[src/rtl/msf_timebase_pkg.sv]
// Shared constants and types for the MSF / DCF77 carrier timebase.
package msf_timebase_pkg;

  localparam int unsigned FRANKFURT_MAX      = 77499;
  localparam int unsigned MSF_MAX            = 59999;
  localparam int unsigned DEFAULT_DECIM_LOG2 = 7;

  typedef enum logic {
    SLIP_RETARD  = 1'b0,
    SLIP_ADVANCE = 1'b1
  } slip_dir_e;

  // Both BRAM write strobes drive all four byte lanes together.
  function automatic logic [3:0] byte_strobe(input logic fire);
    return {4{fire}};
  endfunction

endpackage

[src/rtl/msf_strobe_delay.sv]
// Fixed-length single-bit delay line with a synchronous flush, used to
// schedule the BRAM write strobes a set number of clocks after their trigger.
module msf_strobe_delay #(
  parameter int DEPTH = 3
) (
  input  logic clk_i,
  input  logic clear_i,
  input  logic strobe_i,
  output logic strobe_o
);

  logic [DEPTH-1:0] pipe_q;

  // Shift the trigger toward the output; a clear drops everything in flight.
  always_ff @(posedge clk_i) begin
    if (clear_i) begin
      pipe_q <= '0;
    end else begin
      pipe_q <= (pipe_q << 1) | DEPTH'(strobe_i);
    end
  end

  assign strobe_o = pipe_q[DEPTH-1];

endmodule

[src/rtl/msf_timebase.sv]
// Carrier / second / minute timebase for a time-signal receiver. The carrier
// counter addresses the second BRAM, the second counter addresses the minute
// BRAM, and phase slips let the recovery loop nudge the count by one.
module msf_timebase
  import msf_timebase_pkg::*;
#(
  parameter int CNT_W          = 17,
  parameter int SECONDS_MINUTE = 59,
  parameter int DECIM_LOG2     = DEFAULT_DECIM_LOG2,
  parameter int SEC_WR_DELAY   = 3,
  parameter int MIN_WR_DELAY   = 4
) (
  input  logic             clk,
  input  logic             rst,
  input  logic             en,
  input  logic             carrier_pulse,
  input  logic [CNT_W-1:0] carrier_max,
  input  logic [CNT_W-1:0] marker_pos,
  input  logic             slip_req,
  input  logic             slip_dir,
  output logic [CNT_W-1:0] carrier_counter,
  output logic [5:0]       second_counter,
  output logic [15:0]      minute_counter,
  output logic             one_sec_marker,
  output logic             one_min_marker,
  output logic [3:0]       write_second_bram,
  output logic [3:0]       write_minute_bram,
  output logic             slip_pending,
  output logic             config_err
);

  localparam logic [5:0] SEC_LAST = 6'(SECONDS_MINUTE);

  logic [CNT_W-1:0] carrier_q, carrier_d;
  logic [5:0]       sec_q, sec_d;
  logic [15:0]      min_q, min_d;
  logic             marker_eq_q, marker_eq_d;
  logic             one_sec_q, one_sec_d;
  logic             one_min_q, one_min_d;
  logic             slip_pending_q, slip_pending_d;
  slip_dir_e        slip_dir_q, slip_dir_d;
  logic             config_err_q, config_err_d;

  logic [CNT_W-1:0] carrier_wrap;
  logic             swallow;
  logic             advance;
  logic             count_pulse;
  logic             sec_qualify;
  logic             marker_eq;
  logic             sec_edge;
  logic             sec_wrap;
  logic             sec_wr_fire;
  logic             min_wr_fire;
  logic             pipe_clear;

  // Next-state logic: carrier stepping, slip handling, second/minute roll-over.
  always_comb begin
    carrier_wrap = (carrier_q >= carrier_max) ? '0 : carrier_q + CNT_W'(1);
    swallow      = en && slip_pending_q && (slip_dir_q == SLIP_RETARD) && carrier_pulse;
    advance      = en && slip_pending_q && (slip_dir_q == SLIP_ADVANCE) && !carrier_pulse;
    count_pulse  = en && carrier_pulse && !swallow;
    sec_qualify  = count_pulse && (carrier_q[DECIM_LOG2-1:0] == '0);
    marker_eq    = (carrier_q == marker_pos);
    sec_edge     = en && marker_eq && !marker_eq_q;
    sec_wrap     = (sec_q >= SEC_LAST);

    carrier_d = carrier_q;
    if (count_pulse || advance) begin
      carrier_d = carrier_wrap;
    end

    slip_pending_d = slip_pending_q;
    slip_dir_d     = slip_dir_q;
    if (swallow || advance) begin
      slip_pending_d = 1'b0;
    end
    if (en && slip_req && !slip_pending_q) begin
      slip_pending_d = 1'b1;
      slip_dir_d     = slip_dir_e'(slip_dir);
    end

    sec_d     = sec_q;
    min_d     = min_q;
    one_sec_d = 1'b0;
    one_min_d = 1'b0;
    if (sec_edge) begin
      one_sec_d = 1'b1;
      if (sec_wrap) begin
        sec_d     = '0;
        min_d     = min_q + 16'd1;
        one_min_d = 1'b1;
      end else begin
        sec_d = sec_q + 6'd1;
      end
    end

    marker_eq_d  = en ? marker_eq : marker_eq_q;
    config_err_d = config_err_q || (marker_pos > carrier_max);
  end

  // State registers with synchronous reset.
  always_ff @(posedge clk) begin
    if (rst) begin
      carrier_q      <= '0;
      sec_q          <= '0;
      min_q          <= '0;
      marker_eq_q    <= 1'b0;
      one_sec_q      <= 1'b0;
      one_min_q      <= 1'b0;
      slip_pending_q <= 1'b0;
      slip_dir_q     <= SLIP_RETARD;
      config_err_q   <= 1'b0;
    end else begin
      carrier_q      <= carrier_d;
      sec_q          <= sec_d;
      min_q          <= min_d;
      marker_eq_q    <= marker_eq_d;
      one_sec_q      <= one_sec_d;
      one_min_q      <= one_min_d;
      slip_pending_q <= slip_pending_d;
      slip_dir_q     <= slip_dir_d;
      config_err_q   <= config_err_d;
    end
  end

  // Disabling the block flushes any strobe still travelling down a delay line.
  assign pipe_clear = rst || !en;

  msf_strobe_delay #(
    .DEPTH (SEC_WR_DELAY)
  ) u_sec_wr_delay (
    .clk_i    (clk),
    .clear_i  (pipe_clear),
    .strobe_i (sec_qualify),
    .strobe_o (sec_wr_fire)
  );

  msf_strobe_delay #(
    .DEPTH (MIN_WR_DELAY)
  ) u_min_wr_delay (
    .clk_i    (clk),
    .clear_i  (pipe_clear),
    .strobe_i (one_sec_marker),
    .strobe_o (min_wr_fire)
  );

  assign carrier_counter   = carrier_q;
  assign second_counter    = sec_q;
  assign minute_counter    = min_q;
  assign one_sec_marker    = one_sec_q && en;
  assign one_min_marker    = one_min_q && en;
  assign write_second_bram = byte_strobe(sec_wr_fire && en);
  assign write_minute_bram = byte_strobe(min_wr_fire && en);
  assign slip_pending      = slip_pending_q;
  assign config_err        = config_err_q;

endmodule

[config.mk]
export PLATFORM = sky130hd
export DESIGN_NAME = msf_timebase
export DESIGN_NICKNAME = d
export VERILOG_FILES = /design/src/rtl/msf_timebase_pkg.sv /design/src/rtl/msf_strobe_delay.sv /design/src/rtl/msf_timebase.sv
export SDC_FILE = /design/constraint.sdc
export NUM_CORES = 1
export LEC_CHECK = 0
export CORE_AREA = 4 4 113 83
export DETAILED_ROUTE_END_ITERATION = 8
export DIE_AREA = 0 0 117 87
export GPL_TIMING_DRIVEN = 1
export PLACE_DENSITY = 0.74
export SETUP_SLACK_MARGIN = 0.02
export SYNTH_ARGS = -nofsm -noshare
export SYNTH_HDL_FRONTEND = slang
export SYNTH_HIERARCHICAL = 1
export SYNTH_SLANG_ARGS = --single-unit
[constraint.sdc]
create_clock -name clk -period 2.05 [get_ports clk]
set_clock_uncertainty 0.2 [all_clocks]
set_input_delay 0.205 -clock clk [delete_from_list [all_inputs] [get_ports clk]]
set_output_delay 0.205 -clock clk [all_outputs]
set_load 0.02 [all_outputs]
# [After elaboration in Yosys (flattened, before gate mapping)]
# Index checks and enable logic that the tools add are counted.
[op_classes] addsub=3 magnitude_cmp=3 n_reduce_logical=29 n_mux=6 n_bitwise=4 eq_ne=1
[ops] op="$add A17 B1 Y17 const B" n=1
[ops] op="$eq A17 B17 Y1" n=1
[ops] op="$ge A17 B17 Y1" n=1
[ops] op="$gt A17 B17 Y1" n=1
[ops] op="$mux W17" n=1
[ops] op="$add A16 B1 Y16 const B" n=1
[ops] op="$logic_and A1 B1 Y1" n=16
[ops] op="$logic_not A7 Y1" n=1
[ops] op="$add A6 B1 Y6 const B" n=1
[ops] op="$ge A6 B6 Y1 const B" n=1
[ops] op="$mux W6" n=1
[ops] op="$logic_not A1 Y1" n=5
[ops] op="$logic_or A1 B1 Y1" n=4
[ops] op="$mux W1" n=4
[ops] op="$or A4 B1 Y4" n=1
[ops] op="$or A3 B1 Y3" n=1
[ops] op="$not A1 Y1" n=2
[ops] op="$reduce_and A2 Y1" n=1
[ops] op="$reduce_bool A2 Y1" n=1
[ops] op="$reduce_or A2 Y1" n=1
[totals] elab_cells=57 input_bits=40 regBits=52

# [Depth between registers and ports, before layout]
[logic_depth] word_depth=7 depth_mapped=8 ltp_nobuf=7

# [Hierarchy]
# The synthesis kept the hierarchy.
[modules_own_cells] module="msf_timebase" cells_each=401 area_per_inst_um2=3433.3 instances=1
[modules_own_cells] module="msf_strobe_delay (u_min_wr_delay)" cells_each=8 area_per_inst_um2=105.1 instances=1
[modules_own_cells] module="msf_strobe_delay (u_sec_wr_delay)" cells_each=6 area_per_inst_um2=78.8 instances=1

# [Worst setup path before layout]
# Ideal clock, no wire load.
[synth_path] path_kind="flip-flop to flip-flop" start="register sec_q[0] (netlist: second_counter[0])" end="register min_q[7] (netlist: minute_counter[7])" period_less_slack_ns=2.350 path_stages_with_launch=8 t_arrival_ns=2.018 setup_time_ns=0.133 required_time_ns=1.717 n_path_buf=1 setup_slack_ns=-0.300 path_cell_list="dfxtp_1 ha_1 nor2_1 or2_1 buf_6 or4_4 o311ai_2 o41ai_2"
[synth_via] elab_chain_cells=2
[synth_lines] element="start: declaration" line_no="msf_timebase.sv:35" rtl="logic [5:0] sec_q, sec_d;"
[synth_lines] element="start signal: assignment" line_no="msf_timebase.sv:105" rtl="sec_q <= '0;"
[synth_lines] element="start signal: assignment" line_no="msf_timebase.sv:115" rtl="sec_q <= sec_d;"
[synth_lines] element="$ge A6 B6 Y1" line_no="msf_timebase.sv:65" rtl="sec_wrap = (sec_q >= SEC_LAST);"
[synth_lines] element="$reduce_and A2 Y1 (no line)"
[synth_lines] element="end signal: assignment" line_no="msf_timebase.sv:116" rtl="min_q <= min_d;"
[synth_lines] element="end: declaration" line_no="msf_timebase.sv:36" rtl="logic [15:0] min_q, min_d;"
# Every way passes these cells.
# A chain may end at the register's enable or synchronous reset.

# [Worst setup path after layout]
[layout_path] start="input marker_pos[4]" end="register min_q[14] (netlist: minute_counter[14])"
[layout_via] elab_chain_cells=4
[layout_lines] element="start: declaration" line_no="msf_timebase.sv:18" rtl="input logic [CNT_W-1:0] marker_pos,"
[layout_lines] element="$eq A17 B17 Y1" line_no="msf_timebase.sv:63" rtl="marker_eq = (carrier_q == marker_pos);"
[layout_lines] element="$logic_and A1 B1 Y1 (2 in series)" line_no="msf_timebase.sv:64" rtl="sec_edge = en && marker_eq && !marker_eq_q;"
[layout_lines] element="$reduce_and A2 Y1 (no line)"
# Every way passes these cells.

==> results.json <==
{
  "routed-via-count": 4070,
  "drt_first_iter_violations": 318,
  "clock_sinks": 52,
  "detailedPlacementHpwl_um": 9280,
  "final_core_occ_pct": 73.3,
  "timing.critical_path.fanout_max": 21,
  "setup_viol": 41,
  "layout.cells.most_common": "buf_4",
  "synth.largest_area_cell": "dfxtp_1",
  "tritoncts_clock_tree": "built",
  "power.ir.vdd_worst_uv": 352,
  "coreArea_um2": 8270,
  "yosys.area.top_type_share_pct": 28.8,
  "final_cell_area_excluding_filler_cells_um2": 6060,
  "post_synth_instance_area_um2": 3620,
  "postRouteWirelength_um": 13500,
  "synth_seq_cells": 52,
  "wl_per_cell_um": 19.4,
  "clock_tree.htree_level_count": 2,
  "clock_tree.buffer_depth": 2,
  "insertion_delay_ns": 0.29,
  "grt_pass1_vias": 3906,
  "grt_first_pass_wirelength_um": 19800,
  "grt_antenna_before_repair": 0,
  "layout_area_overhead_pct": 67.5,
  "status": "complete, but fails checks",
  "post_cts_hold_buffer_count": 0,
  "setup_slack_ns": -0.214,
  "drive_gt1_share_pct": 38.9,
  "timing_hold_violations_final": 0,
  "worst-slew-pin-transition_ns": 0.633,
  "cap_viol_max_count": 0,
  "busiest_layer": "met2",
  "synth_enable_flop_cells": 0,
  "async_reset_ff_share_pct": 0,
  "min_period_over_period_pct": 110,
  "ant_nets": 0,
  "grtUsageMet3_pct": 3.54,
  "preCtsSetupSlack_ns": -0.530,
  "remaining_drc_errors": 0,
  "layout.cells.non_filler": 696,
  "floorplan.die_area_um2": 10200,
  "floorplan.rows": 28,
  "floorplan.io_pins": 91,
  "p_per_area_nw_per_um2": 402,
  "setup_total_neg_slack_ns": -5.49,
  "dpl-instance-area_um2": 5380,
  "critPathLaunchType": "input pin",
  "place_congestion": 0.934,
  "chipWidth_um": 117,
  "crit_type": "input pin to register",
  "grt_setup_unrepaired": "yes",
  "grt_start_max_net_pins": 23,
  "synth.area.top_cells": "dfxtp_1 (29%), ha_1 (13%), xnor2_1 (4.8%), a211oi_1 (4.2%), mux2_2 (4.0%)",
  "netlist_instances": 415,
  "port-buffer-count": 90,
  "synth_cell_types": 48,
  "number_of_buffers_created_by_cts": 5,
  "report.final.slew_viol_count": 0,
  "finalPower_mw": 2.44,
  "ys.flop_type": "dfxtp_1",
  "clockRootBuffer": "clkbuf_16",
  "ys_warn_count": 6,
  "final.min_clock_period_ns": 2.26,
  "timing.critical_path.required_ns": 2.03,
  "grtUsageMet2_pct": 38.8,
  "timing.critical_path.arrival_ns": 2.25,
  "path_clk_slew_ns": 0.07,
  "failing_checks": "setup timing",
  "postSynthNetCount": 493,
  "postSynthAreaPerCell_um2": 8.72,
  "detail_route.vias_per_cell": 5.85,
  "grt_overflow": 0,
  "antenna_cells": 0,
  "timing.critical_path.to_type": "register",
  "max_freq_mhz": 442,
  "final.fill_count": 555,
  "timing.hold.ws_ns": 0.243,
  "first_pass_iters": 4,
  "power.leakage_nw": 2.49,
  "start_util_pct": 43.7,
  "yosysSeqAreaShare_pct": 28.8,
  "num-nets-final": 669,
  "relative_slew_slack_pct": 57.7,
  "chipHeight_um": 87,
  "grt.met1_usage_pct": 35.8,
  "place.detailed.instances": 685,
  "layout.cells.most_common_list": "buf_4 (96), clkdlybuf4s50_1 (78), ha_1 (28)",
  "grtUsageTotal_pct": 24.6,
  "min_path_type": "register to register"
}
==> timing repair <==
action | 4_1_cts | 5_1_grt
setup endpoints to repair | 51 | 42
cloned | 0 | 2
resized for setup | 34 | 57
pin swaps | 7 | 24
setup buffers | 0 | 2
==> critical path, cell delays in order <==
cell             delay (ns)
clkdlybuf4s50_1        0.46
xor2_1                 0.18
nor4_1                 0.28
nand3_1                0.15
buf_6                  0.22
nor4_2                 0.37
mux2_2                 0.37
==> routing by layer <==
metal  vias up  share of wire [%]
met1      1984                 45
met4         0                1.0
met5         -                  0
li1       1883                  -
met2       183                 47
met3        20                6.7
==> power by group <==
part | internal (mW) | leakage, nW | switching (mW)
logic | 0.230 | 1.97 | 0.202
clock network | 0.596 | 0.0863 | 0.393
registers | 1.01 | 0.436 | 0.00834
total | 1.83 | 2.49 | 0.604
==> worst paths after layout <==
kind	startpoint	end	slack (ns)	cells after the start
min	u_sec_wr_delay/pipe_q[1]	u_sec_wr_delay/pipe_q[2]	0.24	1
max	marker_pos[4]	minute_counter[14]	-0.21	7
min reg2reg	u_sec_wr_delay/pipe_q[1]	u_sec_wr_delay/pipe_q[2]	0.24	1
max reg2reg	carrier_counter[1]	minute_counter[14]	-0.21	6
==> Yosys cell counts, types with 2 or more instances <==
cell / n
a211oi_1: 20
a21o_1: 9
a21oi_1: 12
and2_1: 4
and4_1: 3
buf_2: 4
buf_4: 6
clkbuf_1: 13
dfxtp_1: 52
ha_1: 38
inv_1: 26
mux2_2: 13
mux2i_1: 3
nand2_1: 17
nand3_1: 12
nand3b_1: 4
nand4_1: 15
nand4b_1: 5
nor2_1: 26
nor2b_1: 22
nor3_1: 10
nor4_1: 16
o211ai_1: 2
o21ai_0: 5
o21ai_1: 2
o311ai_0: 5
o41ai_1: 6
or2_1: 2
or2_2: 6
or3_1: 3
or4_1: 5
xnor2_1: 20
xor2_1: 14
==> kinds of logic after synthesis <==
group	share of synthesized area [%]
XOR/XNOR	8.23
AO/OA/AOI/OAI	14.1
AND/OR/NAND/NOR	24.7
buffers and inverters	6.16
adder cells (fa/ha/maj)	13.1
multiplexers	4.88
flip-flops	28.8
==> registers in the layout (all words and copies together), names as in the netlist <==
name / cells
marker_eq_q: 1
slip_pending: 1
slip_dir_q: 1
minute_counter: 16
one_sec_q: 1
second_counter: 6
config_err: 1
u_sec_wr_delay/pipe_q: 3
u_min_wr_delay/pipe_q: 4
carrier_counter: 17
one_min_q: 1
==> final cells by class <==
type / instances / area (um^2) / share of cell area [%]
Clock buffer: 7 / 175 / 2.89
Inverter: 26 / 97.6 / 1.61
Multi-Input combinational cell: 313 / 2820 / 46.5
Sequential cell: 52 / 1090 / 18.0
Tap cell: 105 / 131 / 2.17
Timing Repair Buffer: 193 / 1750 / 28.8
Power figures use the tool's default switching activity.
